## src/rtl/crkt_sweep_pkg.sv

```systemverilog
// rtl/crkt_sweep_pkg.sv - shared types and defaults for the truth-table sweep controller
//
// Purpose: sweep FSM state type, default sizing, and the vector-count helper.
// Ports:   none (package).
package crkt_sweep_pkg;

  typedef enum logic [1:0] {
    IDLE   = 2'd0,
    SETTLE = 2'd1,
    DONE   = 2'd2
  } sweep_state_t;

  localparam int N_IN_DEF  = 3;
  localparam int DWELL_DEF = 4;

  // Number of input vectors for an n-input circuit.
  function automatic int vec_count(input int n);
    return 1 << n;
  endfunction

endpackage

```

## src/rtl/crkt_sweep_ctrl_dwell_timer.sv

```systemverilog
// rtl/crkt_sweep_ctrl_dwell_timer.sv - per-vector dwell counter with terminal-count flag
//
// Purpose: counts clock edges while a vector is held; tc marks the sampling edge.
// Ports:
//   clk  - system clock
//   rst  - asynchronous active-high reset
//   clr  - force the count to zero (held while not sweeping)
//   en   - advance the count
//   tc   - high while the count equals DWELL-1
module sweep_dwell_timer
  import crkt_sweep_pkg::*;
#(
  parameter int DWELL = DWELL_DEF
) (
  input  logic clk,
  input  logic rst,
  input  logic clr,
  input  logic en,
  output logic tc
);

  localparam int            CW   = (DWELL > 1) ? $clog2(DWELL) : 1;
  localparam logic [CW-1:0] LAST = CW'(DWELL - 1);

  logic [CW-1:0] cnt_q;
  logic [CW-1:0] cnt_d;

  // Wraps to zero on the terminal count so consecutive vectors need no extra clear.
  always_comb begin
    cnt_d = cnt_q;
    if (clr) begin
      cnt_d = '0;
    end else if (en) begin
      cnt_d = (cnt_q == LAST) ? '0 : cnt_q + CW'(1);
    end
  end

  always_ff @(posedge clk or posedge rst) begin
    if (rst) begin
      cnt_q <= '0;
    end else begin
      cnt_q <= cnt_d;
    end
  end

  assign tc = (cnt_q == LAST);

endmodule

```

## src/rtl/crkt_sweep_ctrl.sv

```systemverilog
// rtl/crkt_sweep_ctrl.sv - exhaustive truth-table sweeper for a small combinational circuit
//
// Purpose: walks every input vector in ascending order, holds each for DWELL cycles,
//          samples y on the last dwell edge, and compares against a latched golden table.
// Ports:
//   clk, reset      - system clock, asynchronous active-high reset
//   start           - sweep request, honoured only when idle
//   expected        - golden truth table (bit i = expected y for vector i)
//   y_in            - circuit output
//   vec             - circuit input vector
//   busy            - high while sweeping
//   done            - one-cycle pulse at sweep completion
//   pass            - last completed sweep had no mismatches
//   truth           - measured truth table
//   mismatch_count  - mismatches in current/last sweep
//   first_fail_idx  - first mismatching vector (valid with fail_seen)
//   fail_seen       - at least one mismatch in this sweep
module crkt_sweep_ctrl
  import crkt_sweep_pkg::*;
#(
  parameter int N_IN  = N_IN_DEF,
  parameter int DWELL = DWELL_DEF
) (
  input  logic                       clk,
  input  logic                       reset,
  input  logic                       start,
  input  logic [vec_count(N_IN)-1:0] expected,
  input  logic                       y_in,
  output logic [N_IN-1:0]            vec,
  output logic                       busy,
  output logic                       done,
  output logic                       pass,
  output logic [vec_count(N_IN)-1:0] truth,
  output logic [N_IN:0]              mismatch_count,
  output logic [N_IN-1:0]            first_fail_idx,
  output logic                       fail_seen
);

  localparam int              NV       = vec_count(N_IN);
  localparam logic [N_IN-1:0] LAST_IDX = N_IN'(NV - 1);

  sweep_state_t    state_q, state_d;
  logic [N_IN-1:0] idx_q, idx_d;
  logic [NV-1:0]   exp_q, exp_d;
  logic [NV-1:0]   truth_q, truth_d;
  logic [N_IN:0]   mm_q, mm_d;
  logic [N_IN-1:0] ffi_q, ffi_d;
  logic            fs_q, fs_d;
  logic            pass_q, pass_d;
  logic            busy_q, busy_d;
  logic            done_q, done_d;
  logic            tc;

  sweep_dwell_timer #(.DWELL(DWELL)) u_timer (
    .clk (clk),
    .rst (reset),
    .clr (state_q != SETTLE),
    .en  (1'b1),
    .tc  (tc)
  );

  always_comb begin
    state_d = state_q;
    idx_d   = idx_q;
    exp_d   = exp_q;
    truth_d = truth_q;
    mm_d    = mm_q;
    ffi_d   = ffi_q;
    fs_d    = fs_q;
    pass_d  = pass_q;
    unique case (state_q)
      IDLE: begin
        idx_d = '0;
        if (start) begin
          exp_d   = expected;
          truth_d = '0;
          mm_d    = '0;
          ffi_d   = '0;
          fs_d    = 1'b0;
          state_d = SETTLE;
        end
      end
      SETTLE: begin
        if (tc) begin
          truth_d[idx_q] = y_in;
          if (y_in != exp_q[idx_q]) begin
            mm_d = mm_q + (N_IN + 1)'(1);
            if (!fs_q) begin
              ffi_d = idx_q;
              fs_d  = 1'b1;
            end
          end
          if (idx_q == LAST_IDX) begin
            // pass must reflect the final sample, so use the updated count
            pass_d  = (mm_d == '0);
            state_d = DONE;
          end else begin
            idx_d = idx_q + N_IN'(1);
          end
        end
      end
      DONE: begin
        idx_d   = '0;
        state_d = IDLE;
      end
      default: state_d = IDLE;
    endcase
    busy_d = (state_d == SETTLE);
    done_d = (state_d == DONE);
  end

  always_ff @(posedge clk or posedge reset) begin
    if (reset) begin
      state_q <= IDLE;
      idx_q   <= '0;
      exp_q   <= '0;
      truth_q <= '0;
      mm_q    <= '0;
      ffi_q   <= '0;
      fs_q    <= 1'b0;
      pass_q  <= 1'b0;
      busy_q  <= 1'b0;
      done_q  <= 1'b0;
    end else begin
      state_q <= state_d;
      idx_q   <= idx_d;
      exp_q   <= exp_d;
      truth_q <= truth_d;
      mm_q    <= mm_d;
      ffi_q   <= ffi_d;
      fs_q    <= fs_d;
      pass_q  <= pass_d;
      busy_q  <= busy_d;
      done_q  <= done_d;
    end
  end

  assign vec            = idx_q;
  assign busy           = busy_q;
  assign done           = done_q;
  assign pass           = pass_q;
  assign truth          = truth_q;
  assign mismatch_count = mm_q;
  assign first_fail_idx = ffi_q;
  assign fail_seen      = fs_q;

endmodule
```

## config.mk

```make
export PLATFORM = sky130hd
export DESIGN_NAME = crkt_sweep_ctrl
export DESIGN_NICKNAME = d
export VERILOG_FILES = /design/src/rtl/crkt_sweep_pkg.sv /design/src/rtl/crkt_sweep_ctrl_dwell_timer.sv /design/src/rtl/crkt_sweep_ctrl.sv
export SDC_FILE = /design/constraint.sdc
export NUM_CORES = 1
export LEC_CHECK = 0
export ABC_AREA = 1
export BUFFER_PORTS_ARGS = -buffer_cell sky130_fd_sc_hd__buf_2
export CORE_MARGIN = 5
export CORE_UTILIZATION = 54
export DETAILED_ROUTE_END_ITERATION = 8
export MAX_ROUTING_LAYER = met4
export PLACE_DENSITY = 0.77
export SLEW_MARGIN = 20
export SYNTH_ARGS = -nofsm -noshare
export SYNTH_HDL_FRONTEND = slang
export SYNTH_SLANG_ARGS = --single-unit
```

## constraint.sdc

```tcl
create_clock -name clk -period 1.7 [get_ports clk]
set_input_delay 0.17 -clock clk [delete_from_list [all_inputs] [get_ports clk]]
set_output_delay 0.17 -clock clk [all_outputs]
set_load 0.005 [all_outputs]
```

# Word level (Yosys, flattened, before mapping)
# Index checks and enable logic that the tools add are counted.
dict set report word_totals {
  reg_bits 34
  in_bits 12
  output_inout_bits 22
  wordCells 73
}
dict set report op_classes {
  add_sub_neg 3
  order_cmp 2
  eq_ne 13
  mux 32
  reduce_logical 12
}
# cell count
set ops {}
lappend ops {{4-bit 2-to-1 mux} 5}
lappend ops {{3-bit 2-to-1 mux} 6}
lappend ops {{8-bit 2-to-1 mux} 2}
lappend ops {{8-bit one-hot mux with 2 select lines} 1}
lappend ops {{3-bit one-hot mux with 2 select lines} 2}
lappend ops {{2-bit 2-to-1 mux} 5}
lappend ops {{2-bit inequality test (second input constant)} 5}
lappend ops {{3-bit AND reduction} 3}
lappend ops {{8-bit bitwise mux} 1}
lappend ops {{4-bit one-hot mux with 2 select lines} 1}
lappend ops {{2-bit == test (second input constant)} 3}
lappend ops {{1-bit 2-to-1 mux} 5}
lappend ops {{5-bit AND reduction} 1}
lappend ops {{4-bit by 1-bit adder with 4-bit output (second input constant)} 1}
lappend ops {{2-bit by 1-bit == test with 1-bit output (second input constant)} 2}
lappend ops {{4-bit logical NOT} 1}
lappend ops {{3-bit by 4-bit < comparator with 1-bit output (second input constant)} 1}
lappend ops {{2-bit one-hot mux with 2 select lines} 1}
lappend ops {{4-bit AND reduction} 1}
lappend ops {{2-bit nonzero test} 2}
lappend ops {{3-bit by 1-bit adder with 3-bit output (second input constant)} 1}
lappend ops {{1-bit binary-select mux with 3-bit select} 1}
lappend ops {{1-bit demux with 3-bit select} 1}
lappend ops {{3-bit == test (second input constant)} 1}
lappend ops {{9 further kinds} 9}

# Depth between registers and ports, before layout
# Gate-level depths: netlist of run 1.
dict set report depth {
  depth_word 8
  mapped_depth 15
  mapped_depth_nobuf 15
}

# Modules after synthesis
# From an unflattened synthesis of run 1, not the netlist that was laid out.
dict set report unflattened {
  cells_unflattened 217
  hier_area_um2 1776.7
}
# mod n_inst cells_per_inst area_per_inst_um2 seq_area_each_um2
set by_module_without_submodules {}
lappend by_module_without_submodules {crkt_sweep_ctrl 1 204 1672.9 800.8}
lappend by_module_without_submodules {sweep_dwell_timer 1 13 103.8 50.0}

# Worst setup path before layout of run 1
# OpenSTA, ideal clock, no wires.
dict set report synth_timing {
  path_kind {reg-to-reg}
  startpoint {reg idx_q[0] (netlist: vec[0])}
  endpoint {reg ffi_q[0] (netlist: first_fail_idx[0])}
  setup_time_ns 0.117
  arrival_time_ns 1.384
  required_time_ns 1.583
  path_slack_ns 0.199
  stages_incl_launch_ff 14
  period_less_slack_ns 1.501
  cell_sequence {dfrtp_1 > inv_2 > buf_6 > nand2_1 > nand3_1 > nand2_2 > nor2_2 > nand2_2 > nand2_4 > nand2_4 > nand2_4 > inv_4 > nand3_1 > nand2_1}
}
dict set report synth_via {
  elab_chain_len 5
  word_cells_on_any_way 9
}
# element line_no
set synth_lines {}
lappend synth_lines {{start: declaration} crkt_sweep_ctrl.sv:43} ;# logic [N_IN-1:0] idx_q, idx_d;
lappend synth_lines {{start signal: assignment} crkt_sweep_ctrl.sv:126} ;# idx_q <= idx_d;
lappend synth_lines {{1-bit binary-select mux with 3-bit select} crkt_sweep_ctrl.sv:86} ;# if (y_in != exp_q[idx_q]) begin
lappend synth_lines {{1-bit 2-to-1 mux (implied by the code)} crkt_sweep_ctrl.sv:86}
lappend synth_lines {{1-bit inequality test} crkt_sweep_ctrl.sv:86}
lappend synth_lines {{2-bit inequality test (no line)} --}
lappend synth_lines {{5-bit AND reduction (no line)} --}
lappend synth_lines {{end signal: assignment} crkt_sweep_ctrl.sv:130} ;# ffi_q <= ffi_d;
lappend synth_lines {{end: declaration} crkt_sweep_ctrl.sv:47} ;# logic [N_IN-1:0] ffi_q, ffi_d;
# Several ways; a longest one is shown, not always the timed one. The select of a mux whose other input is x is not followed.
# A chain may end at the register's enable or synchronous reset.

# Worst setup path after layout of run 1
dict set report layout_timing {
  startpoint {reg idx_q[0] (netlist: vec[0])}
  endpoint {reg pass_q (netlist: pass)}
}
dict set report layout_via {
  elab_chain_len 7
  word_cells_on_any_way 9
}
# element line_no
set layout_lines {}
lappend layout_lines {{1-bit binary-select mux with 3-bit select} crkt_sweep_ctrl.sv:86}
lappend layout_lines {{1-bit 2-to-1 mux (implied by the code)} crkt_sweep_ctrl.sv:86}
lappend layout_lines {{1-bit inequality test} crkt_sweep_ctrl.sv:86}
lappend layout_lines {{4-bit 2-to-1 mux} crkt_sweep_ctrl.sv:86}
lappend layout_lines {{4-bit 2-to-1 mux} crkt_sweep_ctrl.sv:84} ;# if (tc) begin
lappend layout_lines {{4-bit 2-to-1 mux} crkt_sweep_ctrl.sv:71} ;# unique case (state_q)
lappend layout_lines {{4-bit logical NOT} crkt_sweep_ctrl.sv:95} ;# pass_d = (mm_d == '0);
lappend layout_lines {{end signal: assignment} crkt_sweep_ctrl.sv:132} ;# pass_q <= pass_d;
lappend layout_lines {{end: declaration} crkt_sweep_ctrl.sv:49} ;# logic pass_q, pass_d;
# Several ways; a longest one is shown, not always the timed one. The select of a mux whose other input is x is not followed.

==> results of run 1 <==
flip-flops by register name, indices dropped and copies added (netlist names), 2 cells and up:
| name | cells |
|---|---|
| vec | 3 |
| truth | 8 |
| first_fail_idx | 3 |
| state_q | 2 |
| exp_q | 8 |
| u_timer.cnt_q | 2 |
| mismatch_count | 4 |
power by group through the flow:
stage                     logic (mW)  clock network [mW]  registers [mW]
final                           2.00               0.549            1.37
after global routing            2.26               0.595            1.42
after CTS                       1.94               0.563            1.37
after detailed placement        1.92                   0            1.39
after global placement          1.89                   0            1.38
after floorplan                 1.36                   0            1.36
per-layer routing:
metal,vias to the layer above,wire [um],part of all wire,GRT usage
met2,37,1759,0.47,0.2983
li1,767,-,-,-
met1,706,1698,0.46,0.2368
met4,0,53,0.014,0.07342
met3,7,206,0.055,0.05734
met5,-,0,0,-
layout make-up:
type	count	area, um2	area share
multi-input cells	147	783.3	0.3676
well taps	44	55.05	0.02584
flip-flops and latches	34	854.6	0.4011
clock buffers	8	78.83	0.03699
repair buffers	46	262.8	0.1233
inverters	25	96.34	0.04521
synth_stat cells, drive strengths merged (2+ instances only):
master / count
clkinv: 2
a211oi: 2
nor2: 24
ha: 4
xor2: 2
nand2: 71
inv: 23
o21ai: 11
dfrtp: 34
o31ai: 7
mux2: 4
clkbuf: 3
buf: 3
nand3: 13
nor3: 2
a21oi: 6
cell families after synthesis:
kind of cell | count (synthesis)
AOI/OAI and AO/OA | 27
xor gates and xnor gates | 2
adders and majority gates | 4
buffers and inverters | 31
DFF | 34
muxes | 4
and+or+nand+nor | 110
per-stage QoR:
step / TNS [ns] / worst slack, ns / area [um2] / power (mW) / hold WS [ns]
2_1_floorplan: 0 / 0.1994 / 1745 / 2.721 / 0.3017
3_3_place_gp: 0 / 0.04123 / 2008 / 3.263 / 0.2760
3_5_place_dp: 0 / 0.03186 / 2008 / 3.315 / 0.2858
4_1_cts: 0 / 0.05226 / 2102 / 3.876 / 0.03247
5_1_grt: -0.002581 / -0.002581 / 2131 / 4.278 / 0.04151
6_report: 0 / 0.1499 / 2131 / 3.915 / 0.04094
cells in the final DEF (no fill, tap or decap):
cell type and n:
nand2_1 61, nand3_1 12, nand2_2 4, nor2_4 1
clkbuf_4 5, clkbuf_2 1, buf_2 33, nand2_4 6
nor3_1 1, mux2_1 4, nor2_1 22, inv_1 16
o22ai_1 1, o21ai_0 9, inv_4 1, clkinv_1 2
buf_4 11, dfrtp_2 3, nand3_2 1, nor3_2 1
a21oi_1 6, xor2_1 2, nor2_2 1, ha_1 4
clkbuf_8 3, o31ai_2 1, dlygate4sd3_1 1, inv_2 6
o31ai_1 6, a211oi_1 2, dfrtp_1 31, o21ai_1 2
worst max-delay path: cells and delay by family, from the launching register on:
kind                   cells  cell delay (ns)
buffers and inverters      1             0.17
DFF                        1             0.43
and+or+nand+nor           11             0.86
final timing paths:
| check | to | cells after the start | start |
|---|---|---|---|
| worst max-delay path | pass | 12 | vec[0] |
| worst min-delay path | exp_q[6] | 2 | expected[6] |
| worst max register to register | pass | 12 | vec[0] |
| worst min register to register | u_timer.cnt_q[0] | 1 | u_timer.cnt_q[0] |
| max in group asynchronous | vec[1] | 4 | reset |
| min in group asynchronous | truth[0] | 4 | reset |
timing repair:
item	in CTS	in global routing
resized for setup	1	6
endpoints found under the hold margin	34	0
hold buffers	1	0
buffers inserted	0	2
setup endpoints to repair	1	14
cloned	0	0
==> impl_metrics.yaml, run 1 <==
grt:
  grt_pass1_vias: 1393
  globalRouteOverflowTotal: 0
  grt_max_degree: 35
  antenna_found_initial: 0
  gr-usage-all-layers: 0.1923
  grt_first_pass_wirelength_um: 6134
placement:
  dp_cells: 293
  numPortBuffers: 33
  dp_hpwl_um: 2806
  gp_congestion: 0.9573
clock_network:
  clkTransAtPathRegs_ns: 0.10
  cts.sinks: 34
  htree_levels: 2
  cts_buffers: 5
  cts_tree: "done"
  clock_latency_ns: 0.34
  cts-root-buf: "clkbuf_4"
  ctsLongestPathBuffers: 2
synthesis:
  yosys.area_share.simple: 0.2832
  synth_fa_ha_area_frac: 0.02867
  ys_warn_count: 0
  synth-seq-cells: 34
  yosysTopAreaCellShare: 0.4875
  synth_compound_area_frac: 0.09104
  syn_area_um2: 1745
  synth-async-reset-ratio: 1.000
  synth_xor_area_frac: 0.01004
  synth_area_leaders: "dfrtp_1 (49%), nand2_1 (13%), nor2_1 (4.7%)"
  synth_top_family_by_area: "simple AND/OR/NAND/NOR gates"
  synth_cell_types: 25
  synthMuxAreaShare: 0.02581
  ys.flop_type: "dfrtp_1"
  synth_top_area_cell: "dfrtp_1"
  synth-edff-count: 0
  avgSynthCellArea_um2: 8.233
  ys_seq_area_frac: 0.4875
  synthesis.nets: 228
  synth_cells: 212
critical_path:
  r2r_slack_ns: 0.15
  crit_chain: "clkbuf_2 -> nand2_1 -> nand3_2 -> nand2_2 -> nor2_2 -> nand2_2 -> nand2_4 -> nand2_1 -> nand2_1 -> nor2_1 -> nand2_1 -> nand2_1"
  path_common_cell: "nand2_1"
  slowest_delay_ns: 0.43
  slowest_stage: "dfrtp_2"
  end_kind: "register"
  critPathMaxFanout: 6
  start_kind: "register"
  path_class: "register to register"
  critical_path_arrival_ns: 1.79
  worstPathRequired_ns: 1.94
power_and_ir_drop:
  power.switching_mw: 1.683
  p_leak_nw: 1.175
  p_int_mw: 2.232
  pwr-share-seq: 0.350
  p_per_area_nw_per_um2: 1838
  combPwrFrac: 0.510
  vdd_drop_max_mv: 0.9737
  swShare: 0.4299
  p_clk_frac: 0.140
drt:
  antenna_left: 0
  drt_first_pass_iters: 4
  wl_per_cell_um: 12.23
  vias_per_cell: 4.990
  wirelength_um: 3717
  route.vias.total: 1517
  drc_errors: 0
  drt_iter0_markers: 67
sta:
  tightest_slew_ns: 0.4146
  max_slew_margin: 0.7236
  drv_slew: 0
  clock.fmax_mhz: 645.1
  hold_violations: 0
  period_minus_slack_ns: 1.550
  finClkSkew_ns: 0.004929
  finalCritPeriodShare: 0.9118
  setup-violations-final: 0
layout:
  antenna_cells: 0
  final_cells: 304
  nFillCells: 253
  drive_gt1_frac: 0.3000
  fin_nets: 275
  final_core_util: 0.6923
  area_delta_synth_final_pct: 22.08
floorplanning:
  rows: 20
  initial_utilization: 0.5671
  die_area_um2: 4470
  coreArea_um2: 3078
  dieHeight_um: 66.86
  io_pins: 34
  die_w_um: 66.86
status:
  status: "completed"
hold_path:
  hold_path.class: "input pin to register"
flow_run:
  max_cap_violations: 0
No activity file was read; power rests on OpenSTA's default activity.
==> run 2: changes to the inputs <==
Settings changed: PLACE_DENSITY 0.77 to 0.78.
==> run 2 against run 1 <==
  * Die area unchanged
  * Sequential share of layout area increased by 0.55 points
  * Critical path depth increased by 3
  * Cell count decreased by 0.66%
  * Register-to-register slack about the same
==> impl_metrics.yaml, run 2 (synthesis results as in run 1) <==
status:
  status: "completed"
hold_path:
  hold_path.class: "input pin to register"
  hold_depth: 2
  hp-start: "expected[3]"
  holdPathEnd: "exp_q[3]"
sta:
  finalCritPeriodShare: 0.9137
  setup-violations-final: 0
  max_slew_margin: 0.7244
  drv_slew: 0
  rsz0062_at_grt: "no"
  finalSetupTns_ns: 0
  tightest_slew_ns: 0.4134
  clock.fmax_mhz: 643.8
  finClkSkew_ns: 0.01465
  hold_violations: 0
  period_minus_slack_ns: 1.553
critical_path:
  r2r_slack_ns: 0.15
  path_common_cell: "nand2_4"
  crit_chain: "buf_6 -> nand2_1 -> nand2_1 -> nand2_1 -> nand2_2 -> inv_2 -> nand2_4 -> nand2_4 -> nand2_4 -> nand2_4 -> nand2_4 -> inv_4 -> nand2_4 -> nand2_1 -> nand2_1"
  setup.worst_path.start: "vec[0]"
  critPathMaxFanout: 6
  end_kind: "register"
  r2r_start: "vec[0]"
  r2r-end: "first_fail_idx[2]"
  reg2reg_depth: 15
  start_kind: "register"
  worstPathRequired_ns: 1.93
  critical_path_arrival_ns: 1.78
  cp.buffers_inverters: 3
  path_delay_family: "simple AND/OR/NAND/NOR gates"
  path_class: "register to register"
  slowest_delay_ns: 0.45
  slowest_stage: "dfrtp_2"
layout:
  final_core_util: 0.6829
  area_delta_synth_final_pct: 20.43
  layout_commonest_cell: "nand2_1"
  fin_nets: 273
  final_area_um2: 2102
  drive_gt1_frac: 0.2907
  antenna_cells: 0
  final_cell_mix: "nand2_1 (61), buf_2 (33), dfrtp_1 (31)"
flow_run:
  max_cap_violations: 0
drt:
  vias_per_cell: 4.841
  route.vias.total: 1462
  met3_length_um: 233
  wirelength_um: 3648
  topRoutingLayerUsed: "met4"
  dr_wl_met2_um: 1645
  drt_iter0_markers: 97
  drt_first_pass_iters: 4
  wl_per_cell_um: 12.08
  wl_met1_um: 1706
  drc_errors: 0
  antenna_left: 0
placement:
  numPortBuffers: 33
  place_area_um2: 2001
  dp_hpwl_um: 2674
  gp_congestion: 0.8959
floorplanning:
  coreArea_um2: 3078
  die_area_um2: 4470
  die_w_um: 66.86
  initial_utilization: 0.5671
  io_pins: 34
  dieHeight_um: 66.86
  rows: 20
grt:
  grt_pass1_vias: 1444
  grt_max_degree: 35
  grt_first_pass_wirelength_um: 6437
  globalRouteOverflowTotal: 0
  gr-usage-all-layers: 0.1982
  antenna_found_initial: 0
power_and_ir_drop:
  power.total_mw: 3.827
  p_per_area_nw_per_um2: 1821
  vdd_drop_max_mv: 1.082
  p_leak_nw: 1.157
clock_network:
  ctsLongestPathBuffers: 2
  clock_latency_ns: 0.34
  cts_buffers: 5
  htree_levels: 2
  clkTransAtPathRegs_ns: 0.10
  cts-root-buf: "clkbuf_4"
  cts_tree: "done"
  cts.sinks: 34
run 2: worst max path at each step:
stage                        end  depth (start not counted)
6_report       first_fail_idx[2]                         15
5_1_grt        first_fail_idx[2]                         15
4_1_cts                   vec[1]                          5
3_5_place_dp              vec[1]                          5
3_3_place_gp              vec[2]                          5
2_1_floorplan  first_fail_idx[0]                         13
run 2: report_power, final:
group | internal (mW) | total [mW] | switching, mW
Combinational | 0.810 | 2.00 | 1.19
Clock | 0.200 | 0.461 | 0.261
Sequential | 1.14 | 1.36 | 0.224
Total | 2.15 | 3.83 | 1.68
run 2: worst reg2reg max path: cells and delay by family, from the launching register on:
| kind | cells | cell delay, ns |
|---|---|---|
| AND/OR/NAND/NOR | 12 | 0.70 |
| buffers and inverters | 3 | 0.29 |
| flip-flops | 1 | 0.45 |
run 2: cell type report:
type,instances,area (um2)
clock inverter,1,5.005
inverter,25,96.34
fill,263,975.9
clock buffer,7,55.05
timing repair buffer,44,257.7
sequential,34,854.6
multi-input combinational,147,778.2
tap,44,55.05
run 2: what timing repair did:
action,4_1_cts,5_1_grt
hold buffers,1,0
buffers inserted,0,1
resized for setup,0,9
hold endpoints to repair,34,0
setup endpoints to repair,0,6
run 2: layer usage:
metal | up-vias | GRT usage
met4 | 0 | 0.07089
met3 | 6 | 0.06577
met1 | 652 | 0.2530
met5 | - | -
li1 | 763 | -
met2 | 41 | 0.2946
run 2: stage by stage:
stage,hold slack (ns),setup slack [ns],instances
4_1_cts,0.03239,0.07212,301
5_1_grt,0.04982,0.005985,302
3_3_place_gp,0.2790,0.1030,292
3_5_place_dp,0.2803,0.08781,292
6_report,0.02859,0.1467,302
2_1_floorplan,0.3017,0.1994,212
==> run 3: changes to the inputs <==
Settings changed: PLACE_DENSITY 0.78 to 0.76.
==> run 3 against run 2 <==
  * Cell area grew 0.36%
  * Wire length grew 2.9%
  * Worst hold slack gained 0.014 ns
  * Largest power group unchanged
  * Critical endpoint is now vec[1]
  * Total power grew 0.31%
  * Maximum frequency shrank 1.6%
  * Core utilization grew 0.24 points
  * Highest routed layer unchanged
  * Largest cell class unchanged
  * Worst setup slack lost 0.025 ns
==> impl_metrics.yaml, run 3 (synthesis results as in run 1) <==
status:
  status: "completed"
hold_path:
  hold_path.class: "input pin to register"
clock_network:
  cts_buffers: 5
  htree_levels: 2
  cts_tree: "done"
  clkTransAtPathRegs_ns: 0.10
  ctsLongestPathBuffers: 2
  cts-root-buf: "clkbuf_4"
  clock_latency_ns: 0.33
  cts.sinks: 34
sta:
  finalCritPeriodShare: 0.9285
  hold_violations: 0
  setup-violations-final: 0
  rsz0062_at_grt: "no"
  tightest_slew_ns: 0.4113
  max_slew_margin: 0.7258
  period_minus_slack_ns: 1.578
  finClkSkew_ns: 0.006509
  drv_slew: 0
  finalSetupTns_ns: 0
  clock.fmax_mhz: 633.6
critical_path:
  worstPathRequired_ns: 1.93
  r2r_slack_ns: 0.12
  crit_chain: "ha_1 -> ha_1 -> nor3_2 -> inv_2 -> a211oi_1"
  critPathMaxFanout: 6
  path_common_cell: "ha_1"
  critical_path_arrival_ns: 1.81
  end_kind: "register"
  start_kind: "register"
  path_class: "register to register"
  slowest_stage: "dfrtp_2"
  slowest_delay_ns: 0.47
floorplanning:
  initial_utilization: 0.5671
  dieHeight_um: 66.86
  rows: 20
  coreArea_um2: 3078
  die_area_um2: 4470
  die_w_um: 66.86
  io_pins: 34
placement:
  dp_hpwl_um: 2774
  gp_congestion: 0.8339
  numPortBuffers: 33
drt:
  wl_per_cell_um: 12.43
  drc_errors: 0
  wirelength_um: 3754
  antenna_left: 0
  vias_per_cell: 4.917
  route.vias.total: 1485
  drt_iter0_markers: 61
  drt_first_pass_iters: 4
layout:
  drive_gt1_frac: 0.3062
  fin_nets: 274
  area_delta_synth_final_pct: 20.86
  final_cell_mix: "nand2_1 (59), buf_2 (33), dfrtp_1 (31)"
  antenna_cells: 0
  final_core_util: 0.6854
  layout_commonest_cell: "nand2_1"
power_and_ir_drop:
  p_per_area_nw_per_um2: 1820
  p_leak_nw: 1.155
  vdd_drop_max_mv: 0.8742
grt:
  grt_first_pass_wirelength_um: 6272
  antenna_found_initial: 0
  gr-usage-all-layers: 0.1955
  grt_max_degree: 35
  globalRouteOverflowTotal: 0
  grt_pass1_vias: 1428
flow_run:
  max_cap_violations: 0
==> run 3: path summary, 6_finish.rpt <==
check,start,end,cells after the start
hold reg to reg,u_timer.cnt_q[0],u_timer.cnt_q[0],1
setup / recovery,vec[1],vec[1],5
hold / removal,expected[3],exp_q[3],2
setup reg to reg,vec[1],vec[1],5
max in group asynchronous,reset,vec[1],4
min in group asynchronous,reset,exp_q[7],4
==> run 3: timing repair <==
action                     in CTS  in global routing
hold endpoints to repair       34                  0
gates resized for setup         0                 14
buffers inserted                0                  1
setup endpoints to repair       0                  8
hold buffers                    1                  0
==> run 3: stage by stage <==
stage | worst slack [ns] | hold WS [ns] | instances | power, mW | area (um2)
2_1_floorplan | 0.1994 | 0.3017 | 212 | 2.721 | 1745
3_3_place_gp | 0.1275 | 0.2806 | 293 | 3.286 | 2008
3_5_place_dp | 0.08929 | 0.2824 | 293 | 3.334 | 2008
4_1_cts | 0.03314 | 0.02975 | 301 | 3.748 | 2063
5_1_grt | 0.002765 | 0.03671 | 302 | 4.211 | 2110
6_report | 0.1216 | 0.04221 | 302 | 3.839 | 2110
==> run 3: metal layers <==
| layer | vias up | GRT usage | wire [um] |
|---|---|---|---|
| li1 | 764 | - | - |
| met1 | 685 | 0.2484 | 1701 |
| met2 | 30 | 0.2946 | 1822 |
| met3 | 6 | 0.05565 | 164 |
| met4 | 0 | 0.07848 | 65 |
| met5 | - | - | 0 |
==> run 3: cell type report <==
cell class	instances	area, um2
fill	263	968.4
sequential	34	854.6
multi-input combinational	147	793.3
timing repair buffer	45	265.3
inverter	25	96.34
tap	44	55.05
clock buffer	7	45.04
==> run 3: where the power goes <==
| group | internal [mW] | total [mW] | switching (mW) |
|---|---|---|---|
| registers | 1.14 | 1.38 | 0.237 |
| logic | 0.833 | 2.05 | 1.22 |
| clock network | 0.156 | 0.407 | 0.251 |
==> run 3: critical path: cells and delay by family (launching register included) <==
kind	cells	cell delay, ns
and+or+nand+nor	1	0.27
buffers and inverters	1	0.08
adders and majority gates	2	0.41
DFF	1	0.47
AOI/OAI and AO/OA	1	0.24
